[config.mk]
export PLATFORM = sky130hd
export DESIGN_NAME = ber_meter
export DESIGN_NICKNAME = d
export VERILOG_FILES = /design/src/rtl/ber_meter.sv
export SDC_FILE = /design/constraint.sdc
export NUM_CORES = 1
export LEC_CHECK = 0
export CORE_UTILIZATION = 45
export CTS_CLUSTER_SIZE = 40
export DETAILED_ROUTE_END_ITERATION = 12
export PLACE_DENSITY = 0.66
export SETUP_SLACK_MARGIN = 0.5
export SLEW_MARGIN = 0
export SYNTH_ARGS = -nofsm -noshare
export SYNTH_HDL_FRONTEND = slang
export SYNTH_SLANG_ARGS = --single-unit
[constraint.sdc]
create_clock -name CLK -period 4.4 [get_ports CLK]
set_clock_uncertainty 0.05 [all_clocks]
set_input_delay 0.88 -clock CLK [delete_from_list [all_inputs] [get_ports CLK]]
set_output_delay 0.88 -clock CLK [all_outputs]
set_load 0.05 [all_outputs]
[src/rtl/ber_meter.sv]
// Bit-error-rate meter: compares a received bit stream against a delayed copy
// of the transmitted reference over a programmable window of valid bits and
// reports the number of bits compared and the number of mismatches.
module ber_meter #(
  parameter int unsigned CNT_W   = 32,
  parameter int unsigned MAX_DLY = 15
) (
  input  logic             CLK,
  input  logic             nRST,
  input  logic             start,
  input  logic [CNT_W-1:0] window,
  input  logic [3:0]       dly,
  input  logic             bit_valid,
  input  logic             tx_bit,
  input  logic             rx_bit,
  output logic             busy,
  output logic             valid_o,
  output logic [CNT_W-1:0] sent_data,
  output logic [CNT_W-1:0] recv_data,
  output logic [CNT_W-1:0] number_of_bits
);

  localparam int unsigned TAP_W   = MAX_DLY + 1;
  localparam int unsigned IDX_W   = (TAP_W > 1) ? $clog2(TAP_W) : 1;
  localparam logic [3:0]  DLY_MAX = 4'(MAX_DLY);

  typedef enum logic [1:0] {
    IDLE,
    FILL,
    RUN,
    DONE
  } state_t;

  state_t           state_q, state_d;
  logic [CNT_W-1:0] win_q,   win_d;
  logic [3:0]       dly_q,   dly_d;
  logic [3:0]       fill_q,  fill_d;
  logic [MAX_DLY-1:0] line_q, line_d;
  logic [CNT_W-1:0] bits_q,  bits_d;
  logic [CNT_W-1:0] errs_q,  errs_d;
  logic [CNT_W-1:0] sent_q,  sent_d;
  logic [CNT_W-1:0] recv_q,  recv_d;
  logic [CNT_W-1:0] nbits_q, nbits_d;
  logic             valid_q, valid_d;

  logic [TAP_W-1:0] tap;
  logic [IDX_W-1:0] dly_sel;
  logic [3:0]       dly_clamped;
  logic             tx_dly;
  logic             bit_err;
  logic [CNT_W-1:0] bits_inc;
  logic [3:0]       fill_inc;

  // Tap 0 is the current tx_bit, tap N the tx_bit accepted N valid cycles ago,
  // so dly=0 compares in the same cycle without a special case.
  assign tap         = {line_q, tx_bit};
  assign dly_sel     = dly_q[IDX_W-1:0];
  assign tx_dly      = tap[dly_sel];
  assign bit_err     = tx_dly ^ rx_bit;
  assign bits_inc    = bits_q + CNT_W'(1);
  assign fill_inc    = fill_q + 4'd1;
  assign dly_clamped = (dly > DLY_MAX) ? DLY_MAX : dly;

  // Next-state, counter and result logic.
  always_comb begin
    state_d = state_q;
    win_d   = win_q;
    dly_d   = dly_q;
    fill_d  = fill_q;
    line_d  = line_q;
    bits_d  = bits_q;
    errs_d  = errs_q;
    sent_d  = sent_q;
    recv_d  = recv_q;
    nbits_d = nbits_q;
    valid_d = 1'b0;

    case (state_q)
      IDLE: begin
        state_d = IDLE;
      end
      FILL: begin
        if (bit_valid) begin
          line_d = tap[MAX_DLY-1:0];
        end
        if (dly_q == 4'd0) begin
          state_d = RUN;
        end else if (bit_valid) begin
          fill_d = fill_inc;
          if (fill_inc == dly_q) begin
            state_d = RUN;
          end
        end
      end
      RUN: begin
        if (bit_valid) begin
          line_d = tap[MAX_DLY-1:0];
        end
        if (bits_q == win_q) begin
          state_d = DONE;
        end else if (bit_valid) begin
          bits_d = bits_inc;
          errs_d = errs_q + CNT_W'(bit_err);
          if (bits_inc == win_q) begin
            state_d = DONE;
          end
        end
      end
      DONE: begin
        state_d = IDLE;
      end
      default: begin
        state_d = IDLE;
      end
    endcase

    // A start outside DONE overrides whatever the current state decided,
    // including a completion on this same edge, so aborted runs never report.
    if (start && (state_q != DONE)) begin
      state_d = FILL;
      win_d   = window;
      dly_d   = dly_clamped;
      fill_d  = '0;
      line_d  = '0;
      bits_d  = '0;
      errs_d  = '0;
    end

    // Results are loaded on the edge entering DONE so they appear together
    // with valid_o in the DONE cycle.
    if (state_d == DONE) begin
      valid_d = 1'b1;
      sent_d  = bits_d;
      recv_d  = errs_d;
      nbits_d = win_q;
    end
  end

  // State, delay line, counters and result registers.
  always_ff @(posedge CLK or negedge nRST) begin
    if (!nRST) begin
      state_q <= IDLE;
      win_q   <= '0;
      dly_q   <= '0;
      fill_q  <= '0;
      line_q  <= '0;
      bits_q  <= '0;
      errs_q  <= '0;
      sent_q  <= '0;
      recv_q  <= '0;
      nbits_q <= '0;
      valid_q <= 1'b0;
    end else begin
      state_q <= state_d;
      win_q   <= win_d;
      dly_q   <= dly_d;
      fill_q  <= fill_d;
      line_q  <= line_d;
      bits_q  <= bits_d;
      errs_q  <= errs_d;
      sent_q  <= sent_d;
      recv_q  <= recv_d;
      nbits_q <= nbits_d;
      valid_q <= valid_d;
    end
  end

  assign busy           = (state_q == FILL) || (state_q == RUN);
  assign valid_o        = valid_q;
  assign sent_data      = sent_q;
  assign recv_data      = recv_q;
  assign number_of_bits = nbits_q;

endmodule

; ---- Word level (Yosys, flattened, before mapping)
; Index checks and enable logic that the tools add are counted.
[totals]
ff_bits = 218
input_bits = 42
out_inout_bits = 98
word_cells = 64
[classes]
add_sub_neg = 3
order_cmp = 2
n_eq_ne = 9
n_mux = 27
bitwise = 1
n_reduce_logical = 11
[ops]
columns = cell, count
row1 = 2-to-1 mux 32 bit, 8
row2 = == test 32 bit, 2
row3 = 2-to-1 mux 15 bit, 3
row4 = adder 32 x 1 -> 32 bit, 1
row5 = adder 32 x 1 -> 32 bit (second input constant), 1
row6 = 2-to-1 mux 4 bit, 5
row7 = 2-to-1 mux 2 bit, 7
row8 = == test 2 bit (second input constant), 3
row9 = one-hot mux 2 bit (3 select lines), 1
row10 = nonzero test 2 bit, 3
row11 = less-than comparator 4 x 5 -> 1 bit (second input constant), 1
row12 = adder 4 x 1 -> 4 bit (second input constant), 1
row13 = binary-select mux 1 bit (select 4 bit), 1
row14 = == test 4 bit, 1
row15 = greater-than comparator 4 bit (second input constant), 1
row16 = logical NOT 4 bit, 1
row17 = OR reduction 2 bit, 2
row18 = AND reduction 3 bit, 1
row19 = == test 2 x 1 -> 1 bit (second input constant), 1
row20 = logical NOT 2 bit, 1
row21 = 2-to-1 mux 1 bit, 2
row22 = != test 2 x 1 -> 1 bit (second input constant), 1
row23 = != test 2 bit (second input constant), 1
row24 = AND reduction 2 bit, 1
row25 = other kinds (3), 3

; ---- Longest topological paths before layout
[depth]
word_depth = 9
mapped_depth = 15
ltp_nobuf = 11

; ---- Worst setup path after synthesis
; No wires, ideal clock.
[synth_timing]
path_kind = input -> register
start = in tx_bit
end = reg recv_q[28], in the netlist recv_data[28]
setup_time_ns = 0.125
arrival_time_ns = 3.397
required_time_ns = 4.225
slack_ns = 0.828
stages = 12
n_path_buf = 1
cell_sequence = mux4_2 > mux4_2 > xor2_1 > ha_1 > ha_1 > and3_1 > nand3_1 > clkbuf_1 > nor3_1 > xnor2_1 > nor2_1 > mux2_4
[synth_between]
elab_chain_cells = 8
[synth_lines]
columns = element, line_no
row1 = "start, declared", 14  ; input logic tx_bit,
row2 = binary-select mux 1 bit (select 4 bit), 58  ; assign tx_dly = tap[dly_sel];
row3 = 2-to-1 mux 1 bit (implied by the code), 58
row4 = bitwise XOR 1 bit, 59  ; assign bit_err = tx_dly ^ rx_bit;
row5 = adder 32 x 1 -> 32 bit, 103  ; errs_d = errs_q + CNT_W'(bit_err);
row6 = 2-to-1 mux 32 bit, 101  ; end else if (bit_valid) begin
row7 = 2-to-1 mux 32 bit, 99  ; if (bits_q == win_q) begin
row8 = 2-to-1 mux 32 bit, 78  ; case (state_q)
row9 = 2-to-1 mux 32 bit, 119  ; if (start && (state_q != DONE)) begin
row10 = via errs_d[28], 40  ; logic [CNT_W-1:0] errs_q, errs_d;
row11 = "end signal, assigned", 162  ; recv_q <= recv_d;
row12 = "end, declared", 42  ; logic [CNT_W-1:0] recv_q, recv_d;
; The timed path passes the listed nets, and every way through them passes these cells. The select of a mux whose other input is x is not followed.
; A chain may end at the register's enable or synchronous reset.

; ---- Worst setup path after layout
[layout_timing]
start = reg bits_q[1]
end = reg sent_q[31], in the netlist sent_data[31]
[layout_between]
elab_chain_cells = 8
elab_cells_between_ends = 13
classes_between = 1 x add/sub / 3 x eq/ne / 9 x mux
[layout_lines]
columns = element, line_no
row1 = "start, declared", 39  ; logic [CNT_W-1:0] bits_q, bits_d;
row2 = "start signal, assigned", 159  ; bits_q <= bits_d;
row3 = adder 32 x 1 -> 32 bit, 60  ; assign bits_inc = bits_q + CNT_W'(1);
row4 = == test 32 bit, 104  ; if (bits_inc == win_q) begin
row5 = 2-to-1 mux 2 bit, 104
row6 = 2-to-1 mux 2 bit, 101
row7 = 2-to-1 mux 2 bit, 99
row8 = one-hot mux 2 bit (3 select lines), 78
row9 = 2-to-1 mux 2 bit, 119
row10 = == test 2 bit, 131  ; if (state_d == DONE) begin
row11 = "end signal, assigned", 161  ; sent_q <= sent_d;
row12 = "end, declared", 41  ; logic [CNT_W-1:0] sent_q, sent_d;
; Several ways; a longest one is shown, not always the timed one.

==> results.md <==
- Vias in the first global route: 8059
- Critical path type: reg -> reg
- Total power: around 6.6 mW
- Initial drt markers: ~500
- CP Capture Type: flop
- DRC Markers: 0
- Worst setup SP type: flop
- Yosys cell types: just over 70
- Crit-path max FO: 40
- M1 WL: around 13000 µm
- Clock tree buffer depth: 3
- Detail Placement HPWL: 18710 µm
- GRT Util Overall: 0.2251
- Later-pin clock latency in the skew report: roughly 0.52 ns
- RSZ-0062 raised after global routing: false
- Slew Viols, Final: 0
- VDD IR max: approximately 0.33 mV
- Worst slew pin tran: between 0.9 and 1 ns
- Tmin final: ~3.7 ns
- Internal: 4.310 mW
- Logic gate share of total power: 0.308
- Top Layer Used: met5
- Final cell count without fillers: between 1500 and 2000
- Sw frac: 0.3497
- I/O Pins: 140
- Clock group share of total power: 0.314
- Worst Setup SP: bits_q[1]
- Initial Util: 0.4644
- Die Ht: ~160 µm
- # diodes: 0
- Die Width: between 150 and 200 µm
- R2r worst-path depth: 13
- Share of cells above drive strength 1: 0.1405
- Leak Pwr: ~5.9 nW
- R2R setup slack: 0.69 ns
- Dpl cells: between 1000 and 1500
- Reg power frac: 0.378
- DR vias/cell: 5.467
- Clock Tree Root: clkbuf_16
- CTS buffer count: 24
- Final setup violation count: 0
- Initial antenna violation count: 1
- Yosys warning total: 0
- GPL Wtd Cong: between 0.9 and 1
- CP arrival: 4.06 ns
- Antenna viol nets, final: 0
- Outcome: complete, no violations
- Count of state elements after synthesis: ~220
- Via count: around 8300
- Clock sink count: approximately 220
- Nets: around 1200
- P_sw: roughly 2.3 mW
- Required time of the critical path: 4.74 ns
- Final period util: 0.8440
- Main synth FF type: dfrtp_1
- Total gr overflow: 0
- FF-to-FF Start: bits_q[1]
- Drt pass-1 iters: 5
- H-tree levels: 1
- Detailed-route wire length: between 20000 and 30000 µm
- FP Rows: 56
- Fmax: about 270 MHz
- Post-synth design cell area: 11030 µm²
- Register area share after synthesis: 0.4946
- Metal3 WL: between 1000 and 1500 µm
- Power density cells: slightly below 500 nW/µm²
- Clock transition at path regs: 0.06 ns
- CTS tree: done
- Die ar.: ~25000 µm²
- Mapped Nets: 1106
- Slew HR: 0.3580
- CTS Hold Bufs: 0
- Hold Fails Final Rpt: 0
- Core area: between 20000 and 25000 µm²
- Ys async rst share: 1.000
- Metal2 WL: between 10000 and 15000 µm
- Reg-to-reg endpoint: sent_data[31]
- PortBufs: between 100 and 150
- Min-delay worst type: in -> async
- Drt wl/cell: 17.88 µm
- First-pass GRT wire length: about 44000 µm
- Post-synth EDFFs: 0
- Largest net degree at the start of global routing: 102
- Syn Area/Cell: 10.44 µm²
- Synth Instances: ~1100
- Setup total negative slack: 0 ns
- Area Growth Syn to Fin: 22.64%
- Max Cap Violations: 0
[how the worst max path moves through the flow]
stage | to | slack (ns) | cells after the start
after global placement | recv_data[31] | 0.29 | 11
after detailed placement | recv_data[31] | 0.24 | 11
after CTS | sent_data[31] | 0.54 | 12
final | sent_data[31] | 0.69 | 13
after global routing | sent_data[31] | 0.48 | 13
after floorplan | recv_data[28] | 0.83 | 12
[per-stage QoR]
| stage | area (µm²) | util | hold slack (ns) | worst slack (ns) |
|---|---|---|---|---|
| after floorplan | 11030 | - | 0.4259 | 0.8276 |
| after global placement | 12660 | 0.5329 | 0.4408 | 0.2936 |
| after detailed placement | 12660 | 0.5329 | 0.4428 | 0.2399 |
| after CTS | 13490 | 0.5678 | 0.3823 | 0.5446 |
| after global routing | 13530 | 0.5695 | 0.4203 | 0.4765 |
| final | 13530 | 0.5695 | 0.3545 | 0.6864 |
[timing repair]
item | in CTS | in global routing
endpoints found under the hold margin | 0 | 0
buffers inserted | 0 | 2
gates resized for setup | 0 | 6
endpoints found under the setup margin | 0 | 95
[cells in the mapped netlist, types with 5 or more instances]
cell type	instances	area share
and4_1	8	0.0064
a21oi_1	42	0.019
o21ai_0	34	0.015
nor4_1	9	0.0051
a32oi_1	5	0.0040
or3_1	20	0.011
a22oi_1	7	0.0048
nand4_1	30	0.017
a221o_1	8	0.0073
xor2_1	53	0.042
inv_1	22	0.0075
clkbuf_1	37	0.013
xnor2_1	45	0.036
buf_12	6	0.011
nor3_1	15	0.0068
and2_1	19	0.011
mux2_2	30	0.031
buf_2	16	0.0073
mux2_4	45	0.061
nand2_1	197	0.067
ha_1	7	0.0079
mux4_2	5	0.010
nor2_1	60	0.020
dfrtp_1	218	0.49
buf_1	6	0.0020
nand3_1	25	0.011
and3_1	10	0.0057
mux2i_1	5	0.0045
[power groups by stage]
stage | sequential, mW | combinational [mW] | clock, mW
3_3_place_gp | 2.53 | 2.03 | 0
5_1_grt | 2.54 | 2.20 | 2.20
6_report | 2.51 | 2.04 | 2.08
2_1_floorplan | 2.97 | 0.978 | 0
3_5_place_dp | 2.54 | 2.05 | 0
4_1_cts | 2.51 | 2.06 | 2.13
[per-layer routing]
layer  vias up  track usage
met3        42      0.03647
met1      4095       0.3294
met4         2      0.05174
met5         -            0
met2       221       0.3490
li1       3923            -
[cell usage in the layout (no fill, tap or decap), drive strengths merged, types with 11 or more instances in the layout]
cell type      netlist  routed
dfrtp              218     218
nand2              197     197
clkdlybuf4s50        0     138
mux2                75      75
nor2                61      61
xor2                53      53
xnor2               45      45
a21oi               42      42
clkbuf              38      38
o21ai               34      34
nand4               31      31
nand3               26      26
buf                 30      25
inv                 23      23
or3                 20      20
and2                20      20
nor3                16      16
nor4                11      11
[cell type report]
type,instances,area [µm²]
tap,319,399.1
multi-input combinational,748,5140
timing repair buffer,163,1614
inverter,23,88.84
clock inverter,6,85.08
fill,2061,10220
clock buffer,38,744.5
sequential,218,5456
[state kept, by name, summed over array words and instances (netlist names)]
signal and flops:
bits_q 32, errs_q 32, number_of_bits 32, recv_data 32
sent_data 32, win_q 32, line_q 15, dly_q 4
fill_q 4, state_q 2, valid_o 1
[cells by family (layout without fill, tap and decap cells)]
group,count (synthesis),after routing,synth area share
compound gates,125,125,0.07452
xor+xnor,98,98,0.07781
fa+ha+maj,7,7,0.007940
buf+inv,91,230,0.04299
flops,218,218,0.4946
mux,85,85,0.1066
simple gates,433,433,0.1956
[worst max-delay path: stages, from the launching register on]
cell and delay (ns):
dfrtp_1 0.49, ha_2 0.31, nand4_1 0.20, nor4_4 0.25, buf_4 0.24, nand4_1 0.19
xnor2_2 0.24, nand4_1 0.15, a2111oi_2 0.36, and3_2 0.32, nor2_8 0.04, inv_4 0.09
buf_12 0.26, mux2_2 0.37
Power figures use the tool's default switching activity.
